**config.mk**
```make
export PLATFORM = sky130hd
export DESIGN_NAME = issue_scoreboard
export DESIGN_NICKNAME = d
export VERILOG_FILES = /design/src/rtl/issue_scoreboard.sv
export SDC_FILE = /design/constraint.sdc
export NUM_CORES = 1
export LEC_CHECK = 0
export BUFFER_PORTS_ARGS = -buffer_cell sky130_fd_sc_hd__buf_2
export CAP_MARGIN = 25
export CORE_MARGIN = 5
export CORE_UTILIZATION = 50
export DETAILED_ROUTE_END_ITERATION = 8
export GPL_ROUTABILITY_DRIVEN = 1
export PLACE_DENSITY = 0.67
export SLEW_MARGIN = 10
export SYNTH_ARGS = -nofsm -noshare
export SYNTH_HDL_FRONTEND = slang
export SYNTH_SLANG_ARGS = --single-unit
```
**constraint.sdc**
```tcl
create_clock -name clk -period 5.65 [get_ports clk]
set_clock_uncertainty 0.1 [all_clocks]
set_input_delay 0.2825 -clock clk [delete_from_list [all_inputs] [get_ports clk]]
set_output_delay 0.2825 -clock clk [all_outputs]
set_load 0.05 [all_outputs]
```
**src/rtl/issue_scoreboard.sv**
```systemverilog
// issue_scoreboard
//   Decode-stage hazard controller. It keeps a saturating pending-write count
//   per architectural register, stalls the decoder while a source is still
//   being produced (or a destination count is full), and blocks issue while
//   the pipeline drains after a flush.
//
// Ports
//   clk, reset           clock, asynchronous active-low reset
//   dec_valid            decoder holds a uop
//   dec_rs1/rs2/rd       decoded register addresses, each with a _valid qualifier
//   system_stall         global stall, suppresses issue only
//   wb_valid, wb_rd      writeback completion
//   flush                single-cycle flush request
//   source_not_ready     (comb) decoder must hold and re-present the uop
//   issue_fire           (comb) uop accepted this cycle
//   drain_busy           (reg)  high while draining after a flush
//   inflight_total       (reg)  sum of all pending-write counters
//   wb_err               (reg, sticky) writeback to a register with nothing pending
module issue_scoreboard #(
    parameter int NUM_REGS = 32,
    parameter int ADDR_W   = 5,
    parameter int CNT_W    = 2
) (
    input  logic              clk,
    input  logic              reset,
    input  logic              dec_valid,
    input  logic [ADDR_W-1:0] dec_rs1,
    input  logic [ADDR_W-1:0] dec_rs2,
    input  logic [ADDR_W-1:0] dec_rd,
    input  logic              dec_rs1_valid,
    input  logic              dec_rs2_valid,
    input  logic              dec_rd_valid,
    input  logic              system_stall,
    input  logic              wb_valid,
    input  logic [ADDR_W-1:0] wb_rd,
    input  logic              flush,
    output logic              source_not_ready,
    output logic              issue_fire,
    output logic              drain_busy,
    output logic [6:0]        inflight_total,
    output logic              wb_err
);

    localparam logic [CNT_W-1:0] CNT_MAX = {CNT_W{1'b1}};

    typedef enum logic {RUN, DRAIN} state_t;

    state_t           state;
    logic [CNT_W-1:0] cnt [NUM_REGS];

    logic [CNT_W-1:0] cnt_rs1, cnt_rs2, cnt_rd, cnt_wb;
    logic             hz1, hz2, hzd;
    logic [NUM_REGS-1:0] inc_vec, dec_vec;
    logic             total_inc, total_dec;

    // Saturating increment; the destination hazard already prevents issue
    // into a full counter, this keeps the counter from ever wrapping.
    function automatic logic [CNT_W-1:0] sat_inc(input logic [CNT_W-1:0] v);
        return (v == CNT_MAX) ? v : v + 1'b1;
    endfunction

    function automatic logic [CNT_W-1:0] sat_dec(input logic [CNT_W-1:0] v);
        return (v == '0) ? v : v - 1'b1;
    endfunction

    // Counter lookup; x0 and out-of-range addresses always read as 0.
    always_comb begin
        cnt_rs1 = '0;
        cnt_rs2 = '0;
        cnt_rd  = '0;
        cnt_wb  = '0;
        if (dec_rs1 != '0 && int'(dec_rs1) < NUM_REGS) cnt_rs1 = cnt[dec_rs1];
        if (dec_rs2 != '0 && int'(dec_rs2) < NUM_REGS) cnt_rs2 = cnt[dec_rs2];
        if (dec_rd  != '0 && int'(dec_rd)  < NUM_REGS) cnt_rd  = cnt[dec_rd];
        if (wb_rd   != '0 && int'(wb_rd)   < NUM_REGS) cnt_wb  = cnt[wb_rd];
    end

    // A writeback retiring the last pending write of a source releases the
    // dependent uop in the same cycle.
    always_comb begin
        hz1 = dec_rs1_valid && (cnt_rs1 != '0) &&
              !(wb_valid && wb_rd == dec_rs1 && cnt_rs1 == CNT_W'(1));
        hz2 = dec_rs2_valid && (cnt_rs2 != '0) &&
              !(wb_valid && wb_rd == dec_rs2 && cnt_rs2 == CNT_W'(1));
        hzd = dec_rd_valid && (cnt_rd == CNT_MAX);
    end

    assign source_not_ready = dec_valid && (hz1 || hz2 || hzd || state == DRAIN);
    assign issue_fire       = dec_valid && !source_not_ready && !system_stall;
    assign drain_busy       = (state == DRAIN);

    always_comb begin
        inc_vec = '0;
        dec_vec = '0;
        for (int r = 1; r < NUM_REGS; r++) begin
            inc_vec[r] = issue_fire && dec_rd_valid && (dec_rd == ADDR_W'(r));
            dec_vec[r] = wb_valid && (wb_rd == ADDR_W'(r)) && (cnt[r] != '0);
        end
        total_inc = |inc_vec;
        total_dec = |dec_vec;
    end

    always_ff @(posedge clk or negedge reset) begin
        if (!reset) begin
            for (int r = 0; r < NUM_REGS; r++) cnt[r] <= '0;
            state          <= RUN;
            inflight_total <= '0;
            wb_err         <= 1'b0;
        end else begin
            for (int r = 1; r < NUM_REGS; r++) begin
                if (inc_vec[r] && !dec_vec[r])      cnt[r] <= sat_inc(cnt[r]);
                else if (dec_vec[r] && !inc_vec[r]) cnt[r] <= sat_dec(cnt[r]);
            end

            if (total_inc && !total_dec)      inflight_total <= inflight_total + 7'd1;
            else if (total_dec && !total_inc) inflight_total <= inflight_total - 7'd1;

            if (wb_valid && wb_rd != '0 && cnt_wb == '0) wb_err <= 1'b1;

            // Leave DRAIN the cycle after the registered total reads zero;
            // a flush while already draining changes nothing.
            case (state)
                RUN:     if (flush) state <= DRAIN;
                DRAIN:   if (inflight_total == 7'd0) state <= RUN;
                default: state <= RUN;
            endcase
        end
    end

endmodule
```
==> reports/results.ini <==
[power]
power_frac_comb_pct=28.8
power.internal_w=0.00102
p_sw_share_pct=36.2
p_clk_share_pct=35.4
p_leak_nw=3.16
switching_power_w=0.000580
power_density_mw_per_mm2=218
peakVddDrop_mv=0.335
power_frac_seq_pct=35.8

[sta]
max_freq_mhz=228
finalCritPeriodShare_pct=77.6
setup-violations-final=0
drv_slew=0
rsz0062_at_grt=no
fin_crit_ps=4380
fin_setup_tns_ps=0
worst_slew_pin_slew_ps=645
hold_viol_final=0
slew_headroom_pct=57.0

[die]
die_x_um=127
core_area_mm2=0.0133
die_h_um=127
dieArea_mm2=0.0161
num_rows=42
pin_count=40
start_util_pct=51.3

[hold_path]
hp-class=in2reg
whs_path_depth=3
hold_start=flush

[cells_and_area]
n_antenna_cell=0
design_area_mm2=0.00734
syn_to_final_growth_pct=7.67
fin_nets=834
drive_above_1_share_pct=15.5

[synth]
yosys-top-cells-area=dfrtp_1 26%, mux4_2 12%, mux2i_1 7.6%
ys_seq_area_share_pct=26.1
synth_fa_ha_area_share_pct=7.08
synth_common_cells=81 x nand2_1, 81 x o21ai_0, 71 x dfrtp_1
synth_top_area_cell=dfrtp_1
ys_types=62
synth_nets=824
syn_area_mm2=0.00682
synth_top_flop_cell=dfrtp_1
yosys_warnings=2
async_flop_share_pct=100
synth-seq-cells=71
syn_area_per_cell_um2=9.01
synth_top_area_share_pct=26.1
synth_edf_count=0
synth_top_family_by_area=simple AND/OR/NAND/NOR gates
synthXorXnorAreaFrac_pct=1.93
synth_compound_area_share_pct=17.5
postSynthCellCount=757
synth_mux_area_share_pct=21.2
synthSimpleGateAreaFrac_pct=22.2

[route]
vias=6436
ant_nets=0
dr.pass1.iters=5
drt_wl_total_um=22200
wl_per_cell_um=23.4
drcViolationCount=0
vias_per_cell=6.79
drtIter0Drc=701

[global_route]
grt_pass1_vias=6431
grt_pass1_wl_um=35600
track_usage_pct=28.4
antenna_found_initial=0
gr-total-overflow=0
grt_max_degree=72

[setup_path]
worst-path-max-fanout=9
path_class=reg2reg
arrival_ps=4550
cp.required_ps=5820
r2r_start=cnt[23]
rr_worst_depth=17
cp-startpoint=cnt[23]
cp-end-kind=register
start_kind=register

[flow_run]
maxCapViolCount=0

[clock_tree]
cts_made_buffers=9
clkSinkCount=71
clk_latency_ps=350
htreeDepth=3
root_buffer=clkbuf_16
clk_path_buf_depth=2
cts_tree=built
clk_pin_slew_worst_paths_ps=60

[place]
dp_hpwl_um=16800
port_buffers=39
dpl_cell_area_mm2=0.00701
routabilityCongestion=0.978

[outcome]
status=completed

==> routing by layer <==
metal	GRT usage (%)	wire length [µm]	up-vias
li1	-	-	2873
met1	37.9	9130	3113
met2	42.6	9880	378
met3	8.66	2420	72
met4	12.7	793	0
met5	0	0	-
==> per-stage QoR <==
stage	utilization (%)	total power, W	setup slack, ps	instances	hold slack (ps)
detailed placement	52.8	0.00103	1090	930	385
finish	55.2	0.00160	1270	948	92.6
floorplan	-	0.000925	1620	757	-113
global placement	52.8	0.00103	1170	930	355
CTS	54.9	0.00161	1300	946	12.0
global route	55.2	0.00169	976	948	93.7
==> flip-flops by register name, summed over array words and instances (netlist names) <==
register and flops:
wb_err 1, cnt 62, drain_busy 1, inflight_total 7
==> cells by family after synthesis <==
logic type,after synthesis
mux,97
buf+inv,53
simple gates,288
flops,71
xor+xnor,15
fa+ha+maj,38
compound gates,195
==> what timing repair did <==
item / 4_1_cts / 5_1_grt
setup buffers: 0 / 0
hold buffers: 0 / 1
hold endpoints to repair: 0 / 20
resized for setup: 0 / 0
==> final timing paths <==
kind | slack, ps | endpoint
setup / recovery | 1270 | inflight_total[6]
hold / removal | 90 | drain_busy
setup reg to reg | 1270 | inflight_total[6]
hold reg to reg | 400 | wb_err
max in group asynchronous | 4610 | cnt[6]
min in group asynchronous | 270 | wb_err
==> layout by cell type (no fill, tap or decap), types with 5 or more instances in the layout <==
master / Yosys / layout
a21oi_1: 38 / 38
inv_1: 9 / 9
a211oi_1: 8 / 8
or3_1: 24 / 24
nand4_1: 5 / 5
nor3_1: 34 / 34
o21bai_1: 26 / 26
a22oi_1: 5 / 5
nor2_1: 40 / 40
nor3_2: 11 / 11
mux2_2: 8 / 8
xor2_1: 11 / 11
mux4_2: 36 / 36
a31oi_1: 6 / 6
nand3_1: 16 / 16
nand2_1: 81 / 81
nand3b_1: 5 / 5
ha_1: 37 / 37
nand2b_1: 6 / 6
nor4_1: 7 / 7
dfrtp_1: 71 / 71
o21ai_0: 81 / 81
o211ai_1: 7 / 7
mux2i_1: 52 / 52
clkbuf_16: 0 / 9
buf_2: 10 / 38
nor2b_1: 44 / 44
==> final cells by class <==
type	count	area [µm²]
inverter	9	33.8
tap	176	220
clock buffer	10	229
multi-input combinational	633	4770
sequential	71	1780
fill	1181	5950
timing repair buffer	43	250
clock inverter	6	61.3
==> power groups by stage <==
stage,clock [W],sequential (W),combinational (W)
after floorplan,0,0.000665,0.000261
after global placement,0,0.000582,0.000447
after detailed placement,0,0.000582,0.000451
after CTS,0.000583,0.000574,0.000454
after global routing,0.000609,0.000580,0.000498
final,0.000568,0.000574,0.000461
==> worst max-delay path: stages, from the launching register on <==
cell      delay, ps
dfrtp_1         520
mux4_1          550
nor2b_1         150
a211oi_2        200
a21oi_1          70
a32oi_2         270
nand4_4         150
nor3_1          220
ha_1            250
inv_1           130
ha_1            330
nor2b_1         140
o21ai_0         190
a21boi_0        160
o21a_1          210
or3_1           300
a21oi_1         180
xor2_1          170
No activity file was read; power rests on OpenSTA's default activity.
